<file path="src/rtl/fb_pkg.sv">
// Shared constants and types for the framebuffer scan-out block.
package fb_pkg;

    localparam int unsigned H_PIXELS    = 128;
    localparam int unsigned V_LINES     = 128;
    localparam int unsigned DATA_W      = 8;
    localparam int unsigned ADDR_W      = 11;
    localparam int unsigned TOTAL_BYTES = H_PIXELS * V_LINES / DATA_W;

    typedef logic [ADDR_W-1:0] fb_addr_t;

    typedef enum logic [1:0] {
        StIdle,
        StRun,
        StDone
    } fb_state_e;

endpackage

</file>
<file path="src/rtl/fb_scanout_if.sv">
// Pixel stream with valid/ready handshake and frame/line markers.
interface fb_scanout_if;

    logic pix_valid;
    logic pix_ready;
    logic pix_data;
    logic pix_sof;
    logic pix_eol;

    modport master (
        output pix_valid,
        output pix_data,
        output pix_sof,
        output pix_eol,
        input  pix_ready
    );

    modport slave (
        input  pix_valid,
        input  pix_data,
        input  pix_sof,
        input  pix_eol,
        output pix_ready
    );

endinterface

</file>
<file path="src/rtl/fb_byte_serializer.sv">
// Byte-to-pixel serializer: MSB-first shift register, x/y pixel counters, SOF/EOL markers.
module fb_byte_serializer
    import fb_pkg::*;
(
    input  logic              clk,
    input  logic              reset,
    input  logic              clear_i,
    input  logic              pf_full_i,
    input  logic [DATA_W-1:0] pf_data_i,
    input  logic              invert_i,
    output logic              load_o,
    output logic              last_xfer_o,
    fb_scanout_if.master      pix_if
);

    localparam int unsigned XW = $clog2(H_PIXELS);
    localparam int unsigned YW = $clog2(V_LINES);
    localparam int unsigned CW = $clog2(DATA_W + 1);
    localparam logic [XW-1:0] XLast = XW'(H_PIXELS - 1);
    localparam logic [YW-1:0] YLast = YW'(V_LINES - 1);

    logic [DATA_W-1:0] sr_q, sr_d;
    logic [CW-1:0]     bcnt_q, bcnt_d;
    logic [XW-1:0]     x_q, x_d;
    logic [YW-1:0]     y_q, y_d;
    logic              valid;
    logic              xfer;

    assign valid  = (bcnt_q != '0);
    assign xfer   = valid && pix_if.pix_ready;
    // Reload on empty, or on the last bit's transfer so a full prefetch causes no bubble.
    assign load_o = pf_full_i && ((bcnt_q == '0) || (xfer && (bcnt_q == CW'(1))));

    assign pix_if.pix_valid = valid;
    assign pix_if.pix_data  = sr_q[DATA_W-1] ^ invert_i;
    assign pix_if.pix_sof   = valid && (x_q == '0) && (y_q == '0);
    assign pix_if.pix_eol   = valid && (x_q == XLast);
    assign last_xfer_o      = xfer && (x_q == XLast) && (y_q == YLast);

    // Next-state for shift register, bit count and pixel position.
    always_comb begin
        sr_d   = sr_q;
        bcnt_d = bcnt_q;
        x_d    = x_q;
        y_d    = y_q;
        if (load_o) begin
            sr_d   = pf_data_i;
            bcnt_d = CW'(DATA_W);
        end else if (xfer) begin
            sr_d   = sr_q << 1;
            bcnt_d = bcnt_q - CW'(1);
        end
        if (xfer) begin
            if (x_q == XLast) begin
                x_d = '0;
                y_d = (y_q == YLast) ? '0 : y_q + YW'(1);
            end else begin
                x_d = x_q + XW'(1);
            end
        end
        if (clear_i) begin
            bcnt_d = '0;
            x_d    = '0;
            y_d    = '0;
        end
    end

    // Serializer state registers with synchronous reset.
    always_ff @(posedge clk) begin
        if (reset) begin
            sr_q   <= '0;
            bcnt_q <= '0;
            x_q    <= '0;
            y_q    <= '0;
        end else begin
            sr_q   <= sr_d;
            bcnt_q <= bcnt_d;
            x_q    <= x_d;
            y_q    <= y_d;
        end
    end

endmodule

</file>
<file path="src/rtl/fb_scanout.sv">
// Framebuffer scan-out: walks BSRAM port B once per frame request and streams 1 bpp pixels.
// Optional macro FB_SCANOUT_INVERT_EN adds an invert_i port latched at frame start.
module fb_scanout
    import fb_pkg::*;
(
    input  logic              clk,
    input  logic              reset,
    input  logic              start_i,
`ifdef FB_SCANOUT_INVERT_EN
    input  logic              invert_i,
`endif
    output fb_addr_t          fb_adb_o,
    output logic              fb_ceb_o,
    output logic              fb_oceb_o,
    output logic              fb_wreb_o,
    input  logic [DATA_W-1:0] fb_doutb_i,
    fb_scanout_if.master      pix_if,
    output logic              busy_o,
    output logic              frame_done_o
);

    localparam logic [ADDR_W:0] AddrEnd = (ADDR_W + 1)'(TOTAL_BYTES);

    fb_state_e         state_q, state_d;
    logic [ADDR_W:0]   addr_q, addr_d;
    fb_addr_t          adb_q, adb_d;
    logic [DATA_W-1:0] pf_q, pf_d;
    logic              pf_full_q, pf_full_d;
    logic              rd_pend_q, rd_pend_d;
    logic              start_acc;
    logic              issue;
    logic              sr_load;
    logic              last_xfer;
    logic              inv;

    assign start_acc = (state_q == StIdle) && start_i;
    // Single outstanding read; prefetch must be empty so the returning byte has a home.
    assign issue     = (state_q == StRun) && !pf_full_q && !rd_pend_q && (addr_q < AddrEnd);

`ifdef FB_SCANOUT_INVERT_EN
    logic invert_q;

    // Invert selection is frozen for the whole frame.
    always_ff @(posedge clk) begin
        if (reset) begin
            invert_q <= 1'b0;
        end else if (start_acc) begin
            invert_q <= invert_i;
        end
    end

    assign inv = invert_q;
`else
    assign inv = 1'b0;
`endif

    // Frame sequencing: IDLE -> RUN on start, RUN -> DONE after the final transfer.
    always_comb begin
        state_d = state_q;
        unique case (state_q)
            StIdle:  if (start_i) state_d = StRun;
            StRun:   if (last_xfer) state_d = StDone;
            StDone:  state_d = StIdle;
            default: state_d = StIdle;
        endcase
    end

    // Fetch engine next-state: address walk, held port-B address, prefetch capture.
    always_comb begin
        addr_d    = addr_q;
        adb_d     = adb_q;
        pf_d      = pf_q;
        pf_full_d = pf_full_q;
        rd_pend_d = issue;
        if (start_acc) begin
            addr_d = '0;
        end else if (issue) begin
            addr_d = addr_q + (ADDR_W + 1)'(1);
            adb_d  = addr_q[ADDR_W-1:0];
        end
        // Read data arrives one cycle after the strobe.
        if (rd_pend_q) begin
            pf_d      = fb_doutb_i;
            pf_full_d = 1'b1;
        end else if (sr_load) begin
            pf_full_d = 1'b0;
        end
    end

    // State and fetch registers with synchronous reset.
    always_ff @(posedge clk) begin
        if (reset) begin
            state_q   <= StIdle;
            addr_q    <= '0;
            adb_q     <= '0;
            pf_q      <= '0;
            pf_full_q <= 1'b0;
            rd_pend_q <= 1'b0;
        end else begin
            state_q   <= state_d;
            addr_q    <= addr_d;
            adb_q     <= adb_d;
            pf_q      <= pf_d;
            pf_full_q <= pf_full_d;
            rd_pend_q <= rd_pend_d;
        end
    end

    assign fb_ceb_o     = issue;
    assign fb_adb_o     = adb_d;
    assign fb_oceb_o    = 1'b1;
    assign fb_wreb_o    = 1'b0;
    assign busy_o       = (state_q != StIdle);
    assign frame_done_o = (state_q == StDone);

    fb_byte_serializer u_ser (
        .clk         (clk),
        .reset       (reset),
        .clear_i     (start_acc),
        .pf_full_i   (pf_full_q),
        .pf_data_i   (pf_q),
        .invert_i    (inv),
        .load_o      (sr_load),
        .last_xfer_o (last_xfer),
        .pix_if      (pix_if)
    );

endmodule

</file>
<file path="src/flat_wrapper.sv">
// flat-port wrapper written by rule: the top's interface ports become plain ports
module fb_scanout_flat import fb_pkg::*;
  (clk, reset, start_i, fb_adb_o, fb_ceb_o, fb_oceb_o, fb_wreb_o, fb_doutb_i, busy_o, frame_done_o, pix_if_pix_valid, pix_if_pix_data, pix_if_pix_sof, pix_if_pix_eol, pix_if_pix_ready);
  fb_scanout_if pix_if_i ();
  input  logic clk;
  input  logic reset;
  input  logic start_i;
  output fb_addr_t fb_adb_o;
  output logic fb_ceb_o;
  output logic fb_oceb_o;
  output logic fb_wreb_o;
  input  logic [DATA_W-1:0] fb_doutb_i;
  output logic busy_o;
  output logic frame_done_o;
  output wire logic [$bits(pix_if_i.pix_valid)-1:0] pix_if_pix_valid;
  output wire logic [$bits(pix_if_i.pix_data)-1:0] pix_if_pix_data;
  output wire logic [$bits(pix_if_i.pix_sof)-1:0] pix_if_pix_sof;
  output wire logic [$bits(pix_if_i.pix_eol)-1:0] pix_if_pix_eol;
  input wire logic [$bits(pix_if_i.pix_ready)-1:0] pix_if_pix_ready;
  assign pix_if_pix_valid = pix_if_i.pix_valid;
  assign pix_if_pix_data = pix_if_i.pix_data;
  assign pix_if_pix_sof = pix_if_i.pix_sof;
  assign pix_if_pix_eol = pix_if_i.pix_eol;
  assign pix_if_i.pix_ready = pix_if_pix_ready;
  fb_scanout u_core (.clk(clk), .reset(reset), .start_i(start_i), .fb_adb_o(fb_adb_o), .fb_ceb_o(fb_ceb_o), .fb_oceb_o(fb_oceb_o), .fb_wreb_o(fb_wreb_o), .fb_doutb_i(fb_doutb_i), .pix_if(pix_if_i), .busy_o(busy_o), .frame_done_o(frame_done_o));
endmodule
</file>
<file path="config.mk">
export PLATFORM = sky130hd
export DESIGN_NAME = fb_scanout_flat
export DESIGN_NICKNAME = d
export VERILOG_FILES = /design/src/rtl/fb_pkg.sv /design/src/rtl/fb_scanout_if.sv /design/src/rtl/fb_byte_serializer.sv /design/src/rtl/fb_scanout.sv /design/src/flat_wrapper.sv
export SDC_FILE = /design/constraint.sdc
export NUM_CORES = 1
export LEC_CHECK = 0
export ABC_AREA = 1
export CAP_MARGIN = 30
export CELL_PAD_IN_SITES_DETAIL_PLACEMENT = 1
export CELL_PAD_IN_SITES_GLOBAL_PLACEMENT = 1
export CORE_UTILIZATION = 37
export DETAILED_ROUTE_END_ITERATION = 8
export GPL_TIMING_DRIVEN = 0
export PLACE_DENSITY = 0.86
export SETUP_SLACK_MARGIN = 0.2
export SYNTH_ARGS = -nofsm -noshare
export SYNTH_HDL_FRONTEND = slang
export SYNTH_SLANG_ARGS = --single-unit
</file>
<file path="constraint.sdc">
create_clock -name clk -period 1.4 [get_ports clk]
set_input_delay 0.28 -clock clk [delete_from_list [all_inputs] [get_ports clk]]
set_output_delay 0.28 -clock clk [all_outputs]
set_load 0.1 [all_outputs]
</file>
==> results of run 1 <==
-- cell usage after synthesis, types with 2 or more instances --
library cell and n:
buf_2 4, ha_1 7, or2_1 2, nand3_1 21
nor2_1 58, xor2_1 7, conb_1 2, nor2_2 3
inv_2 9, a21oi_1 33, nand2_1 81, dfxtp_1 61
or2_2 8, inv_1 41, nand2_2 2, o21ai_1 8
nand4_1 4, nand3b_1 2, nand3_2 3, nor2_4 4
buf_4 4, buf_6 5, o21ai_2 5, nor3_1 3
o21ai_0 21
-- worst max-delay path, cell delays in order, from the launching register on --
cell,delay (ns)
dfxtp_4,0.38
inv_6,0.04
nor2_4,0.14
nand3_4,0.15
buf_8,0.17
buf_12,0.15
o21ai_4,0.18
clkinvlp_4,0.14
buf_8,0.18
-- routing by layer --
| metal | wire length, um | part of all wire (%) | track usage, % | vias up |
|---|---|---|---|---|
| met4 | 724 | 4.6 | 18.49 | 0 |
| met1 | 6478 | 41 | 35.09 | 1752 |
| met5 | 0 | 0 | 0 | - |
| met2 | 7905 | 50 | 54.48 | 153 |
| met3 | 763 | 4.8 | 6.633 | 60 |
| li1 | - | - | - | 1518 |
-- per-stage QoR --
step           setup TNS, ns  utilization, %  power [mW]  cells
5_1_grt               -27.03           70.03       6.792    629
3_3_place_gp          -25.08           48.73       3.574    541
4_1_cts               -12.51           62.68       6.056    602
3_5_place_dp          -26.08           48.73       3.609    541
2_1_floorplan         -7.555               -       3.289    411
6_report              -24.03           70.03       6.630    629
-- sequential cells by signal (all words and copies together) (netlist names) --
| name | count |
|---|---|
| u_core.adb_q | 11 |
| u_core.u_ser.y_q | 7 |
| u_core.pf_q | 8 |
| u_core.rd_pend_q | 1 |
| u_core.addr_q | 12 |
| u_core.u_ser.x_q | 7 |
| u_core.u_ser.sr_q | 8 |
| u_core.u_ser.bcnt_q | 4 |
| u_core.state_q | 2 |
| u_core.pf_full_q | 1 |
-- where the power goes --
part / total (mW) / switching [mW] / internal, mW
combinational: 2.87 / 1.65 / 1.22
clock: 1.88 / 0.831 / 1.04
sequential: 1.89 / 0.0787 / 1.81
total: 6.63 / 2.56 / 4.07
-- cell type report --
cell class                      count  share of cell area, %
Buffer                             15                  3.410
Clock buffer                       11                  2.586
Tap cell                          102                  2.334
Timing Repair Buffer               99                  21.37
Inverter                           52                  5.195
Multi-Input combinational cell    284                  40.43
Sequential cell                    61                  23.30
Clock inverter                      5                  1.373
-- cells by family (layout without fill, tap and decap cells) --
group                    count (synthesis)  count (layout)  synth area share [%]
AO/OA/AOI/OAI                           70              70                 12.99
other                                    2               2                0.2499
flip-flops                              61              61                 40.63
AND/OR/NAND/NOR                        196             197                 30.14
adder cells (fa/ha/maj)                  7               7                 2.914
buffers and inverters                   67             182                 10.74
XOR/XNOR                                 8               8                 2.331
-- how the worst max path moves through the flow --
stage	start	to	slack (ns)	cells past startpoint
after floorplan	u_core.u_ser.bcnt_q[0]$_SDFFE_PP0P_	pix_if_pix_sof	-0.77	5
after global placement	u_core.rd_pend_q$_SDFF_PP0_	fb_adb_o[8]	-1.16	9
after detailed placement	u_core.rd_pend_q$_SDFF_PP0_	fb_adb_o[9]	-1.17	9
after CTS	u_core.rd_pend_q$_SDFF_PP0_	fb_adb_o[6]	-0.63	8
after global routing	u_core.state_q[0]$_SDFFE_PP0P_	fb_adb_o[6]	-0.84	8
final	u_core.state_q[0]$_SDFFE_PP0P_	fb_adb_o[6]	-0.79	8
-- timing repair --
action                                  in CTS  in global routing
hold endpoints to repair                     0                  0
resized for setup                          249                104
pin swaps                                   29                 36
setup buffers                               41                 27
cloned                                       4                  0
endpoints found under the setup margin      66                 79
==> flow_results.org, run 1 <==
** GRT
- Global-route usage over all layers :: 31.35%
- The number of antenna violations at the first check in global routing is 0.
- Number of global-route vias before repair :: 3632
- Entering global routing, the biggest net connects 12 pins.
- Summed over all layers, the global routing overflow is 0.
- Global-route wire length before repair :: 19.85 mm

** Min path
- Hold Crit Start :: reset
- Worst hold path cell count :: 2
- In this run the worst hold path is classified as in -> reg.
- For hold timing, the worst endpoint is u_core.u_ser.sr_q[5]$_SDFFE_PP0P_.

** Critical path
- The worst setup path is launched from a register.
- Data on the critical path is required at its endpoint by 1.12 ns.
- Critical path peak fanout :: 8
- Reg-to-reg setup timing slack :: -0.66 ns
- The worst register-to-register path begins at u_core.state_q[0]$_SDFFE_PP0P_.
- For the worst setup path, the data arrival time is 1.91 ns.
- Capturing point of the worst reg2reg path :: u_core.adb_q[6]$_SDFF_PP0_
- By startpoint and endpoint, the worst setup path is classified as reg -> out.
- The number of cells on the worst reg-to-reg path is 15.
- Critical Path Sink Type :: primary output

** Place
- Pre-CTS setup slack :: -1.175 ns
- IO buf count :: 28
- DP Area :: 3805 um^2
- DPL Wire Length :: 5.487 mm
- At the end of routability-driven placement, the weighted congestion stood at 0.8492.

** Run
- Count of max-cap constraint violations :: 0

** STA
- The count of endpoints failing hold in the final timing report was 0.
- Setup violations remaining at the end of the flow were counted as 68.
- Measured slew at the worst slew-check pin :: 0.6721 ns
- In this run the tightest slew margin relative to its limit is 55.19%.
- Worst setup slack after layout :: -0.7888 ns
- Worst-case clock skew :: 0.01117 ns
- Min Hold Slack :: 0.2907 ns
- Ratio of final minimum period to clock period :: 156.3%
- Shortest clock period the worst path allows after layout :: 2.189 ns
- Final Max Tran Viols :: 0
- Derived from the worst setup path, the maximum achievable clock frequency is 0.4569 GHz.
- Setup repair after global routing could not meet its margin everywhere.

** Routing
- Using the TritonRoute via totals, the vias-per-cell ratio works out to 5.537.
- After detailed routing, the total wire length is 15.87 mm.
- In the final routed layout, each cell accounts on average for 25.23 um.
- Detail Route Antenna Nets :: 0
- Via count :: 3483
- In the routed design, unresolved DRC markers number 0.
- Initial detailed-routing violation count :: 218
- First-pass DRT Iterations :: 4

** Clock network
- TritonCTS created 9 clock buffers.
- Skew-Pair Late Insertion Delay :: 0.36 ns
- Cts hold-fix bufs :: 0
- The tree is rooted in a clkbuf_8.
- Clock transition at path regs :: 0.08 ns
- Number of clock sinks seen by CTS :: 61
- Largest buffer count on any clock path :: 2
- TritonCTS built the clock tree.
- The H-tree was split into 3 levels.

** Synth
- The synthesized design contains 0 enable-type register cells.
- The synthesized design devotes to its leading area cell type 40.63% of total area.
- Share of flip-flops with an asynchronous set or reset :: 0%
- After synthesis the cells add up to 3005 um^2.
- The Yosys step of the flow raised 0 warnings.
- Among all flip-flop cells after synthesis, the most frequent one is dfxtp_1.
- The biggest area contributor in the post-synthesis netlist is dfxtp_1.
- In the post-synthesis netlist, the biggest area contributors are dfxtp_1, nand2_1, nor2_1, a21oi_1, inv_1.
- In this run, synthesis produced a sequential element count of 61.
- In this run, distinct cell masters in the synthesized netlist total 38.
- Synthesized netlist net count :: 430
- Mean instance size in the synthesized netlist :: 7.312 um^2
- For this run, the register share of the synthesized area comes to 40.63%.
- Instance count of the mapped netlist :: 411

** Outcome
- Outcome :: finished with violations
- The checks that failed: setup timing.

** Finish
- Number of diodes added for antenna fixing :: 0
- After routing the design area is 5468 um^2.
- Summing all flip-flop and latch instances after layout gives 1274 um^2.
- Number of filler instances in the final layout :: 842
- Fraction of layout cells with a size suffix above 1 :: 58.25%
- The library cells used most frequently in the layout, excluding fill and tap cells, are nor2_1, nand2_1, dfxtp_1.
- Area added between synthesis and finish :: 81.93%
- Footprint of the multi-input gates :: 2211 um^2
- Nets :: 541

** Power and ir drop
- VDD IR-drop max :: 0.001069 V
- Power Density :: 1213 nW/um^2
- Leakage power total :: 2.078 nW

** Floorplan
- The floorplan step defined a core boundary enclosing 7807 um^2.
- Die outline width :: 92.13 um
- Number of primary I/O pins :: 32
- Row cnt :: 32
- Die Outline Area :: 8487 um^2
- Die Y-Extent :: 92.13 um
- Initial cell density of the core :: 38.49%
Power figures use the tool's default switching activity.
==> run 2: changes to the inputs <==
--- a/config.mk
+++ b/config.mk
@@ -13,7 +13,7 @@
 export DETAILED_ROUTE_END_ITERATION = 8
 export GPL_TIMING_DRIVEN = 0
 export PLACE_DENSITY = 0.86
-export SETUP_SLACK_MARGIN = 0.2
+export SETUP_SLACK_MARGIN = 0.4
 export SYNTH_ARGS = -nofsm -noshare
 export SYNTH_HDL_FRONTEND = slang
 export SYNTH_SLANG_ARGS = --single-unit
==> run 2 against run 1 <==
Effect of this change:
- the flow still finishes with violations (setup timing)
- critical path depth stayed put
- final cell count fell by 2.2%
- power is 0.20% higher
- combinational power about the same
- via count up 2.8%
- sequential cell count stayed put
- critical path type unchanged
==> flow_results.org, run 2 (synthesized netlist as in run 1, its figures left out) <==
** Outcome
- Outcome :: finished with violations
- Violated checks :: setup timing

** GRT
- The number of global-route vias before repair was 3765.
- Largest net degree at the start of global routing :: 12
- The first global-routing pass estimated 20.93 mm of wire.
- Overflow left after global routing :: 0
- The number of antenna violations at the first check in global routing is 0.
- Global routing used 33.27% of the available tracks across all layers.

** Power and ir drop
- Power Density :: 1237 nW/um^2
- The analysis attributes to cell leakage a power of 2.080 nW.
- VDD sags by at most 0.0006012 V.
- Total power for the finished layout comes to 6.644 mW.

** Place
- After legalization and detailed placement, the total HPWL measured 5.761 mm.
- Routability Congestion :: 0.8081
- Input and output buffers added on the ports amount to 28.
- Number of cells after detailed placement :: 541

** Finish
- The library cell used most frequently in the layout, excluding fill and tap cells, is nand2_1.
- Number of diodes added for antenna fixing :: 0
- The post-route netlist has 54.58% of its cells at a drive strength greater than 1.
- Max FFs per register :: 12
- The top cell types in the final layout, fill and taps aside, are nand2_1, dfxtp_1, nor2_1.
- The register with the most flip-flops in the final layout is u_core.addr_q.
- Filler-free cell count of the finished design :: 615
- Number of filler instances in the final layout :: 846
- Nets :: 527
- Area added between synthesis and finish :: 78.73%
- Final core area utilization :: 68.80%
- Biggest regs :: u_core.addr_q (12), u_core.adb_q (11)

** STA
- The count of endpoints failing hold in the final timing report came to 0.
- Shortest clock period the worst path allows after layout :: 2.132 ns
- Final Max Tran Viols :: 0
- Measured slew at the worst slew-check pin :: 0.7605 ns
- The worst pin sits at a relative slew slack of 49.30%.
- Unrepaired setup endpoints after global routing :: yes
- In the finished design, the share of the clock period the worst path needs comes to 152.3%.
- Worst setup slack after layout :: -0.7324 ns
- Final setup violation count :: 66
- In the final timing run, aggregate negative setup slack is -24.22 ns.
- Worst-case clock skew :: 0.01962 ns
- Timing would allow up to 0.4690 GHz.

** Critical path
- In this design, the largest share of critical-path delay is due to buffers and inverters.
- For this design, the slowest cell found on the critical path is dfxtp_4.
- Reg2Reg Launch Point :: u_core.state_q[0]$_SDFFE_PP0P_
- In this run the worst setup path begins at u_core.state_q[0]$_SDFFE_PP0P_.
- Crit path buf inv count :: 5
- In this design, the critical path's most frequently occurring cell is buf_12.
- Critical path peak fanout :: 8
- Traced cell by cell, the critical path runs through inv_6 > nor2_4 > nand3_4 > buf_12 > buf_16 > o21ai_4 > clkinvlp_4 > buf_12.
- Data on the critical path arrives at its endpoint at 1.85 ns.
- Largest incremental delay on the critical path :: 0.38 ns
- The worst setup path is of the reg -> out kind.
- Data required time at the worst endpoint :: 1.12 ns
- Reg-to-reg setup timing slack :: -0.59 ns
- The worst setup path is launched from a register.
- The worst setup path is captured at a primary output.

** Floorplan
- The floorplan step defined a die boundary enclosing 8487 um^2.
- Initial cell density of the core :: 38.49%
- The die is 92.13 um tall.
- Number of primary I/O pins :: 32
- The floorplan has 32 rows.
- Die outline width :: 92.13 um
- The core region is 7807 um^2.

** Clock network
- CTS built an H-tree with a depth of 3.
- TritonCTS clock tree :: built
- Largest buffer count on any clock path :: 2
- Cts hold-fix bufs :: 0
- Number of CTS-inserted buffers :: 9
- For this design, the sink count on the clock tree is 61.
- Clock tree synthesis selected as its root buffer the cell clkbuf_8.
- Clock transition at path regs :: 0.09 ns
- Clock latency on the worst-skew pair, taken at its later pin, is 0.37 ns.

** Routing
- DRC violations left :: 0
- The routed design has 16.90 mm of wire.
- Mean routed wirelength per cell :: 27.48 um
- Detail Route Antenna Nets :: 0
- Via density :: 5.824
- Via count :: 3582
- The first routing iteration left 185 violations.
- First-pass DRT Iterations :: 6

** Run
- Across the run, the number of max-cap violations was 0.

** Min path
- Hold Crit Start :: reset
- Classification of the worst-slack hold path :: in -> reg
## run 2: final cells by class
| cell class | count | area (um^2) | share of cell area, % |
|---|---|---|---|
| Clock inverter | 5 | 75.07 | 1.398 |
| Sequential cell | 61 | 1255 | 23.36 |
| Tap cell | 102 | 127.6 | 2.376 |
| Timing Repair Buffer | 85 | 1115 | 20.75 |
| Inverter | 52 | 282.8 | 5.264 |
| Multi-Input combinational cell | 284 | 2173 | 40.46 |
| Clock buffer | 11 | 141.4 | 2.632 |
| Buffer | 15 | 201.4 | 3.750 |
## run 2: through the flow
step	area (um^2)	setup WS [ns]	hold WS, ns
global route	5371	-0.7616	0.2577
global placement	3857	-1.156	0.4646
floorplan	3450	-0.7684	0.4149
finish	5371	-0.7324	0.2414
CTS	4946	-0.6908	0.2155
detailed placement	3857	-1.203	0.4726
## run 2: report_power, final
part / internal (mW) / total (mW) / switching [mW]
Clock: 1.04 / 1.91 / 0.863
Sequential: 1.82 / 1.89 / 0.0734
Combinational: 1.18 / 2.84 / 1.66
Total: 4.04 / 6.64 / 2.60
## run 2: final timing paths
kind	to	cells past startpoint
worst max register to register	u_core.addr_q[9]$_SDFFE_PP0P_	12
worst max-delay path	fb_adb_o[4]	8
worst min register to register	u_core.pf_q[2]$_SDFFE_PP0P_	2
worst min-delay path	u_core.adb_q[2]$_SDFF_PP0_	2
## run 2: per-layer routing
| metal | share of wire (%) | vias up | track usage, % |
|---|---|---|---|
| met2 | 51 | 197 | 59.64 |
| met3 | 5.7 | 86 | 6.799 |
| met4 | 5.6 | 0 | 19.01 |
| met1 | 38 | 1805 | 36.15 |
| li1 | - | 1494 | - |
| met5 | 0 | - | 0 |
## run 2: repair_timing
| item | CTS | global route |
|---|---|---|
| setup buffers | 32 | 21 |
| hold endpoints to repair | 0 | 0 |
| pin swaps | 35 | 31 |
| endpoints found under the setup margin | 79 | 79 |
| gates cloned | 5 | 0 |
| gates resized for setup | 255 | 75 |
==> run 3: changes to the inputs <==
--- a/config.mk
+++ b/config.mk
@@ -8,8 +8,8 @@
 export ABC_AREA = 1
 export CAP_MARGIN = 30
 export CELL_PAD_IN_SITES_DETAIL_PLACEMENT = 1
-export CELL_PAD_IN_SITES_GLOBAL_PLACEMENT = 1
-export CORE_UTILIZATION = 37
+export CELL_PAD_IN_SITES_GLOBAL_PLACEMENT = 2
+export CORE_UTILIZATION = 29
 export DETAILED_ROUTE_END_ITERATION = 8
 export GPL_TIMING_DRIVEN = 0
 export PLACE_DENSITY = 0.86
==> run 3 against run 2 <==
Effect of this change:
- the flow still finishes with violations (setup timing)
- clock power is 4% lower
- fmax grew 2.2%
- clock-buffer cell count rose by 1
- final cell count is 7.8% higher
- via count is 13% lower
- sequential power about the same
- largest cell class unchanged
==> flow_results.org, run 3 (synthesized netlist as in run 1, its figures left out) <==
** Outcome
- Outcome :: finished with violations
- Violated checks :: setup timing

** Critical path
- Arrival time reported for the critical path endpoint :: 1.81 ns
- Reg-to-reg setup timing slack :: -0.39 ns
- Critical Path Most Common Cell :: buf_12
- On the worst path, the slowest cell contributes a delay of 0.38 ns.
- The worst setup path is captured at a primary output.
- Setup CP Type :: reg -> out
- The critical path goes through inv_6 > nor2_4 > nand3_4 > buf_12 > buf_4 > buf_12 > a21oi_4 > buf_12.
- Depth of the worst register-to-register path :: 12
- Critical path peak fanout :: 7
- Standard cell with the maximum stage delay on the critical path :: dfxtp_4
- The worst register-to-register path begins at u_core.state_q[0]$_SDFFE_PP0P_.
- Data required time at the worst endpoint :: 1.12 ns
- The worst register-to-register path ends at u_core.addr_q[9]$_SDFFE_PP0P_.
- STA classifies the critical path startpoint as a register.

** STA
- Max Clk Rate :: 0.4791 GHz
- Final setup violation count :: 58
- Ratio of final minimum period to clock period :: 149.1%
- Worst setup slack after layout :: -0.6871 ns
- Hold is met by 0.2858 ns.
- Max-slew headroom :: 56.61%
- Unrepaired setup endpoints after global routing :: yes
- Adding up every negative setup slack in the final design gives -14.58 ns.
- The final max-slew violation count came to 0.
- The count of endpoints failing hold in the final timing report is 0.
- At the pin with the least slew margin, the transition time is 0.6509 ns.
- Worst-case clock skew :: 0.01180 ns
- Shortest clock period the worst path allows after layout :: 2.087 ns

** Power and ir drop
- Sequential group share of total power :: 29.5%
- In this run the power spent charging and discharging nets is 2.305 mW.
- Combinational Power Share :: 41.8%
- Internal Dissipation :: 4.080 mW
- The share of total power dissipated in the clock network is 28.7%.
- The completed layout was analyzed and its total power is 6.384 mW.
- VDD IR-drop max :: 0.0005464 V
- In this run switching power makes up 36.10% of total power.
- Power Density :: 1145 nW/um^2
- The analysis attributes to cell leakage a power of 2.160 nW.

** Min path
- Worst hold path cell count :: 2
- Hold Crit Start :: reset
- The path with the worst hold slack has its endpoint at u_core.adb_q[2]$_SDFF_PP0_.
- Classification of the worst-slack hold path :: in -> reg

** Routing
- In the final routed layout, each cell accounts on average for 16.45 um.
- After the first detailed-routing iteration, the DRC count stood at 81.
- The pre-antenna-repair detailed-routing pass consisted of 4 iterations.
- Final WL :: 10.90 mm
- Via count :: 3132
- DRC violations left :: 0
- Via density :: 4.724
- Once detail routing completed, the nets flagged for antenna violations numbered 0.

** GRT
- Number of antenna violations at the first check in global routing :: 0
- For this run the aggregate overflow at the end of global routing stands at 0.
- The number of global-route vias before repair is 3436.
- Largest net degree at the start of global routing :: 11
- Global routing consumed, over all layers together, 19.46% of the routing resources.
- Global-route wire length before repair :: 16.62 mm

** Place
- Including well taps, the total number of placed cells is 572.
- IO buf count :: 28
- DPL Wire Length :: 5.831 mm
- OpenSTA, run right after detailed placement, puts the worst setup slack at -1.167 ns.
- At the end of routability-driven placement, the weighted congestion stood at 0.7594.

** Finish
- The register with the most flip-flops in the layout has 12 of them.
- Fraction of layout cells with a size suffix above 1 :: 57.74%
- Leaving out fill and tap cells, the most frequent cell in the layout is nand2_1.
- Area added between synthesis and finish :: 85.51%
- In the layout the commonest cells are nand2_1, nor2_1, dfxtp_1.
- Register containing the most flip-flops in the final layout :: u_core.addr_q
- Number of filler instances in the final layout :: 1116
- Biggest regs :: u_core.addr_q (12), u_core.adb_q (11)
- Number of diodes added for antenna fixing :: 0
- In the final design database the tool counted 544 nets.
- For this run, the number of standard cells in the final layout without fillers is 663.

** Floorplan
- The initial utilization of the core area, before any placement, comes to 30.33%.
- The total area inside the core boundary comes to 9910 um^2.
- Die Outline Area :: 10770 um^2
- Die outline width :: 103.8 um
- Die Y-Extent :: 103.8 um
- Row cnt :: 36
- During I/O placement, the number of pins put on the boundary was 32.

** Clock network
- Clock-pin slew was measured on the worst setup and hold paths at 0.07 ns.
- CTS Root Cell :: clkbuf_8
- At the later pin of the worst-skew pair, clock insertion delay measures 0.34 ns.
- The tree built by TritonCTS fans out to 61 sinks.
- Clock tree synthesis inserted a total of 9 buffers.
- Largest buffer count on any clock path :: 2
- TritonCTS clock tree :: built
- H-tree Lvls :: 3

** Run
- Count of max-cap constraint violations :: 0
## run 3: cell types whose count changed in the layout (fill, tap and decap cells not counted), moves of 4 or more
cell     previous run  this run
buf_16              5         0
buf_4              28        36
buf_6              23        36
dfxtp_1            46        41
o21ai_0             4         8
o21ai_1            11         4
## run 3: layer usage
layer	part of all wire, %	GRT usage [%]	routed length [um]
met5	0	0	0
met4	3.0	8.367	328
met3	2.5	3.524	273
met2	56	37.95	6115
met1	38	20.03	4186
## run 3: worst max path at each step
stage                                              from              to  slack, ns  depth (start not counted)
global route             u_core.state_q[0]$_SDFFE_PP0P_     fb_adb_o[7]      -0.76                          8
CTS                         u_core.rd_pend_q$_SDFF_PP0_     fb_adb_o[7]      -0.67                          8
detailed placement          u_core.rd_pend_q$_SDFF_PP0_     fb_adb_o[8]      -1.17                          9
finish                   u_core.state_q[0]$_SDFFE_PP0P_     fb_adb_o[0]      -0.69                          8
floorplan           u_core.u_ser.bcnt_q[0]$_SDFFE_PP0P_  pix_if_pix_sof      -0.77                          5
global placement            u_core.rd_pend_q$_SDFF_PP0_     fb_adb_o[9]      -1.16                          9
## run 3: layout make-up
cell class                      count  area (um^2)  area share, %
Buffer                             15        192.7          3.456
Clock inverter                      4        70.07          1.257
Inverter                           52        294.0          5.274
Clock buffer                       12        155.1          2.783
Timing Repair Buffer              102         1220          21.88
Tap cell                          133        166.4          2.985
Sequential cell                    61         1266          22.71
Multi-Input combinational cell    284         2211          39.65
## run 3: power by group through the flow
stage / Sequential, mW / Combinational [mW] / Clock, mW
after global placement: 1.91 / 1.70 / 0
after floorplan: 1.91 / 1.39 / 0
after CTS: 1.88 / 2.22 / 1.85
after detailed placement: 1.92 / 1.72 / 0
final: 1.88 / 2.67 / 1.83
after global routing: 1.89 / 2.78 / 1.93
## run 3: worst max-delay path, delay by kind of cell, from the launching register on
kind / cells / cell delay [ns]
and+or+nand+nor: 2 / 0.26
buffers and inverters: 5 / 0.67
DFF: 1 / 0.38
AOI/OAI and AO/OA: 1 / 0.16
## run 3: through the flow
stage	area (um^2)	utilization [%]
after global routing	5575	56.26
after floorplan	3450	-
final	5575	56.26
after detailed placement	3896	39.32
after CTS	4956	50.01
after global placement	3896	39.32
## run 3: repair_timing
item,4_1_cts,5_1_grt
setup endpoints to repair,75,79
pin swaps,37,45
setup buffers,42,29
hold endpoints to repair,0,0
hold buffers,0,0
cloned,3,1
resized for setup,247,100
==> edit 1, RTL diff (flow settings as in run 1) <==
Change the package constant `V_LINES` from 128 to 64.
--- a/src/rtl/fb_pkg.sv
+++ b/src/rtl/fb_pkg.sv
@@ -3,5 +3,5 @@
 
     localparam int unsigned H_PIXELS    = 128;
-    localparam int unsigned V_LINES     = 128;
+    localparam int unsigned V_LINES     = 64;
     localparam int unsigned DATA_W      = 8;
     localparam int unsigned ADDR_W      = 11;
Check against the original RTL: same outputs for any inputs over 10 cycles, from zero or initial values and one cycle with reset high; that may be too few to reach the edited logic, so the function may still have changed.
==> edit 1 against run 1 <==
The run still ends with negative setup slack left; design area shrank 4.2%; sequential cell count shrank 1; count of clock-buffer cells in the layout grew 1; worst setup slack gained 81 ps; largest power group unchanged; sequential power shrank 3%; maximum frequency grew 3.8%; wire length shrank 5.3%; power shrank 11%; synthesized area shrank 2.8%.
==> edit 1: results (changes against run 1) <==
[placement]
preCtsSetupSlack_ps=-1190  ; -14.2 ps
placed_cell_area_um2=3630  ; -4.5%
post-dp-hpwl_mm=5.47  ; -0.24%
gp_congestion=0.766  ; -9.8%
place_inst=526  ; -2.8%

[critical_path]
r2r-end=u_core.u_ser.sr_q[1]
reg2reg_depth=10  ; -5
cp_slowest_cell=dfxtp_2
slowest_delay_ps=330  ; -50 ps
r2r_slack_ps=-370  ; +290 ps
cp-startpoint=u_core.rd_pend_q
crit_path_end=fb_adb_o[3]
r2r-start=u_core.u_ser.bcnt_q[0]

[finish]
inv_count=51  ; -1.9%
buffer_area_frac=0.239  ; -0.00857
clkbuf_count=12  ; +1
final_layout_size_suffix_gt1_frac=0.536  ; -0.0464
multi_input_area_share=0.396  ; -0.00846
fillers=836  ; -0.71%
layout.nets=512  ; -5.4%
multi_input_cells=271  ; -4.6%
num-nonclk-buffers=100  ; -12%
multi_input_area_um2=2070  ; -6.2%
final-clk-cell-share=0.0415  ; +0.00196
seq_cells=60  ; -1.6%

[yosys]
syn_avg_cell_area_um2=7.37  ; +0.85%
synth-seq-area-share=0.411  ; +0.00498
syn-num-nets=415  ; -3.5%
synthTopCellsByCount=69 x nand2_1, 62 x nor2_1, 60 x dfxtp_1
synth.distinct_cells=42  ; +11%
synth.area.top_cells=dfxtp_1 41%, nand2_1 8.9%, nor2_1 8.0%

[global_routing]
grt_max_degree=11  ; -1
grt_pass1_wl_mm=18.6  ; -6.4%
grtUsageTotal=0.297  ; -0.0165

[status]
violations=negative setup slack
status=finished with violations

[timing]
max_slew_margin=0.569  ; +0.0173
setup_violations=53  ; -22%
fin_ws_ps=-708  ; +81.0 ps
setup_tns_ps=-15940  ; +8090 ps
clock_skew_ps=14.7  ; +3.50 ps

[drt]
drt_iter0_markers=164  ; -25%
wl_per_cell_um=25.1  ; -0.72%
viasPerCell=5.71  ; +3.1%
drtPass1Iterations=5  ; +1

[clock_network]
post_cts_buffers=29  ; -29%
cts_resized=255  ; +2.4%
cts_buffer_depth=2  ; unchanged

[pwr]
vdd_drop_max_v=0.000966  ; -9.6%
p_leak_nw=2.10  ; +1.3%

-- edit 1: worst max-delay path, delay by kind of cell (launching register included) --
family                 cells  cell delay, ps
AOI/OAI and AO/OA          1             170
buffers and inverters      4             680
DFF                        1             330
and+or+nand+nor            2             280
-- edit 1: report_power, final --
part	total [W]	switching [W]	internal, W
Sequential	0.00184	0.0000680	0.00178
Combinational	0.00223	0.00128	0.000956
Clock	0.00183	0.000779	0.00105
Total	0.00590	0.00212	0.00378
-- edit 1: routing by layer --
metal	global-route usage	wire length (um)	vias up
li1	-	-	1463
met1	0.325	5890	1703
met2	0.520	7350	174
met3	0.0665	722	85
met4	0.181	1070	0
met5	0	0	-
-- edit 1: cells by family (layout without fill, tap and decap cells) --
family | after synthesis | count (layout) | share of synthesized area
xor+xnor | 2 | 2 | 0.00600
flops | 60 | 60 | 0.411
compound gates | 68 | 68 | 0.128
fa+ha+maj | 7 | 7 | 0.0300
simple gates | 192 | 192 | 0.314
other cells | 2 | 2 | 0.00257
buf+inv | 65 | 167 | 0.108
==> edit 2, RTL diff (settings of run 1) <==
Without the edit above. The 3 states of `fb_state_e` get a one-hot encoding in 3 bits.
--- a/src/rtl/fb_pkg.sv
+++ b/src/rtl/fb_pkg.sv
@@ -10,8 +10,8 @@
     typedef logic [ADDR_W-1:0] fb_addr_t;
 
-    typedef enum logic [1:0] {
-        StIdle,
-        StRun,
-        StDone
+    typedef enum logic [2:0] {
+        StIdle = 3'b001,
+        StRun  = 3'b010,
+        StDone = 3'b100
     } fb_state_e;
 
Check against the original RTL: same outputs for any inputs over 10 cycles, from zero or initial values and one cycle with reset high; not proved beyond that.
==> edit 2 against run 1 <==
The flow still finishes with violations (negative setup slack); clock skew grew 2.8 ps; power fell by 1.2%; wire length increased by 20%; worst setup slack lost 19 ps; count of clock-buffer cells in the layout rose by 1; design area up 6.7%; synthesized area is 1.9% higher; sequential cell count rose by 1.
==> edit 2: results (changes against run 1) <==
[timing]
fin_ws_ps=-808  ; -18.9 ps
setup_violations=68  ; unchanged
clock_skew_ps=14.0  ; +2.85 ps
max_slew_margin=0.402  ; -0.150

[finish]
final_layout_size_suffix_gt1_frac=0.608  ; +0.0255
insertedDiodeCount=0  ; unchanged
multi_input_area_um2=2450  ; +11%
layout.nets=560  ; +3.5%
fillers=768  ; -8.8%
top_regs=u_core.addr_q: 12 flops, u_core.adb_q: 11 flops

[hold_path]
min_path_cells=2  ; unchanged
hold_path.class=input pin to flop
min_to=u_core.u_ser.sr_q[0]
hold_path_startpoint=reset

[critical_path]
reg2reg_depth=13  ; -2
r2r_slack_ps=-590  ; +70 ps
r2r-start=u_core.state_q[0]
r2r-end=u_core.addr_q[9]
crit_path_max_fanout=5  ; -3

[drt]
drt_iter0_markers=254  ; +17%
drtPass1Iterations=5  ; +1
viasPerCell=5.97  ; +7.8%
wirelength_mm=19.0  ; +20%

[yosys]
synth.distinct_cells=34  ; -11%
synth-seq-area-share=0.405  ; -0.00110
syn-num-nets=444  ; +3.3%
synthTopCellsByCount=81 x nand2_1, 62 x dfxtp_1, 62 x nor2_1
async_flop_share=0  ; unchanged
synth-edff-count=0  ; unchanged
yosysWarningCount=0  ; unchanged
yosys_most_used_dff=dfxtp_1
synth.area.top_cells=dfxtp_1 41%, nand2_1 9.9%, nor2_1 7.6%

[clock_network]
cts_buffers=9  ; unchanged
cts.htree.levels=3  ; unchanged
path_clk_slew_ps=80  ; about the same
ctsRootBufferMaster=clkbuf_8
clk_latency_ps=370
cts_buffer_depth=2  ; unchanged

[placement]
numPortBuffers=28  ; unchanged
gp_congestion=0.768  ; -9.6%
placed_cell_area_um2=3800  ; about the same
post-dp-hpwl_mm=5.85  ; +6.6%

[pwr]
p_leak_nw=2.27  ; +9.4%
vdd_drop_max_v=0.000833  ; -22%

[global_routing]
grt_pass1_vias=3789  ; +4.3%
grt_max_degree=11  ; -1
antenna_found_initial=0  ; unchanged
grtUsageTotal=0.340  ; +0.0265
grt.overflow.total=0  ; unchanged
grt_pass1_wl_mm=21.9  ; +10%

[status]
status=finished with violations
violations=negative setup slack

[edit 2: area by class of cell]
type | instances | share of cell area
Clock inverter | 4 | 0.0120
Tap cell | 102 | 0.0219
Buffer | 15 | 0.0311
Clock buffer | 12 | 0.0249
Inverter | 53 | 0.0470
Multi-Input combinational cell | 295 | 0.420
Sequential cell | 62 | 0.220
Timing Repair Buffer | 105 | 0.223
[edit 2: metal layers]
layer / vias to the layer above / GRT usage / part of all wire
met4: 0 / 0.151 / 0.060
met3: 99 / 0.0634 / 0.059
met5: - / 0 / 0
met1: 1945 / 0.407 / 0.39
li1: 1579 / - / -
met2: 244 / 0.589 / 0.49
[edit 2: logic make-up (layout without fill, tap and decap cells)]
kind of cell,Yosys count,after routing,synth area share
AOI/OAI and AO/OA,70,70,0.129
xor gates and xnor gates,7,7,0.0200
adders and majority gates,7,7,0.0286
buffers and inverters,68,189,0.104
DFF,62,62,0.405
other,2,2,0.00245
and+or+nand+nor,209,209,0.310
[edit 2: power by group]
| group | leakage, nW | switching, W | total, W | internal (W) |
|---|---|---|---|---|
| logic | 1.65 | 0.00156 | 0.00275 | 0.00119 |
| clock network | 0.110 | 0.000862 | 0.00191 | 0.00105 |
| registers | 0.512 | 0.0000700 | 0.00188 | 0.00181 |
[edit 2: timing repair]
action                     CTS  global route
setup buffers               38            32
gates resized for setup    289           141
cloned                       6             1
pin swaps                   29            44
setup endpoints to repair   71            77
[edit 2: worst max path at each step]
stage                     depth (start not counted)                    from        endpoint
after floorplan                                   5  u_core.u_ser.bcnt_q[0]  pix_if_pix_sof
after global placement                            8        u_core.rd_pend_q     fb_adb_o[5]
after detailed placement                          8        u_core.rd_pend_q     fb_adb_o[5]
after CTS                                         9       u_core.state_q[0]    fb_adb_o[10]
after global routing                              9       u_core.state_q[0]     fb_adb_o[3]
final                                             8       u_core.state_q[2]     fb_adb_o[3]
[edit 2: worst max-delay path: stages (launching register included)]
cell and delay (ps):
dfxtp_2 440, inv_2 90, nand3_4 110, nor2_4 60, buf_6 130, or2_4 240
o21ai_4 100, clkinvlp_4 180, buf_12 190
[edit 2: through the flow]
step | setup slack [ps] | std cells | hold slack, ps | setup TNS [ps]
final | -808 | 648 | 299 | -23410
after global routing | -817 | 648 | 313 | -25220
after CTS | -621 | 615 | 232 | -11450
after detailed placement | -1180 | 555 | 474 | -25520
after global placement | -1130 | 555 | 459 | -23860
after floorplan | -710 | 425 | 415 | -6760
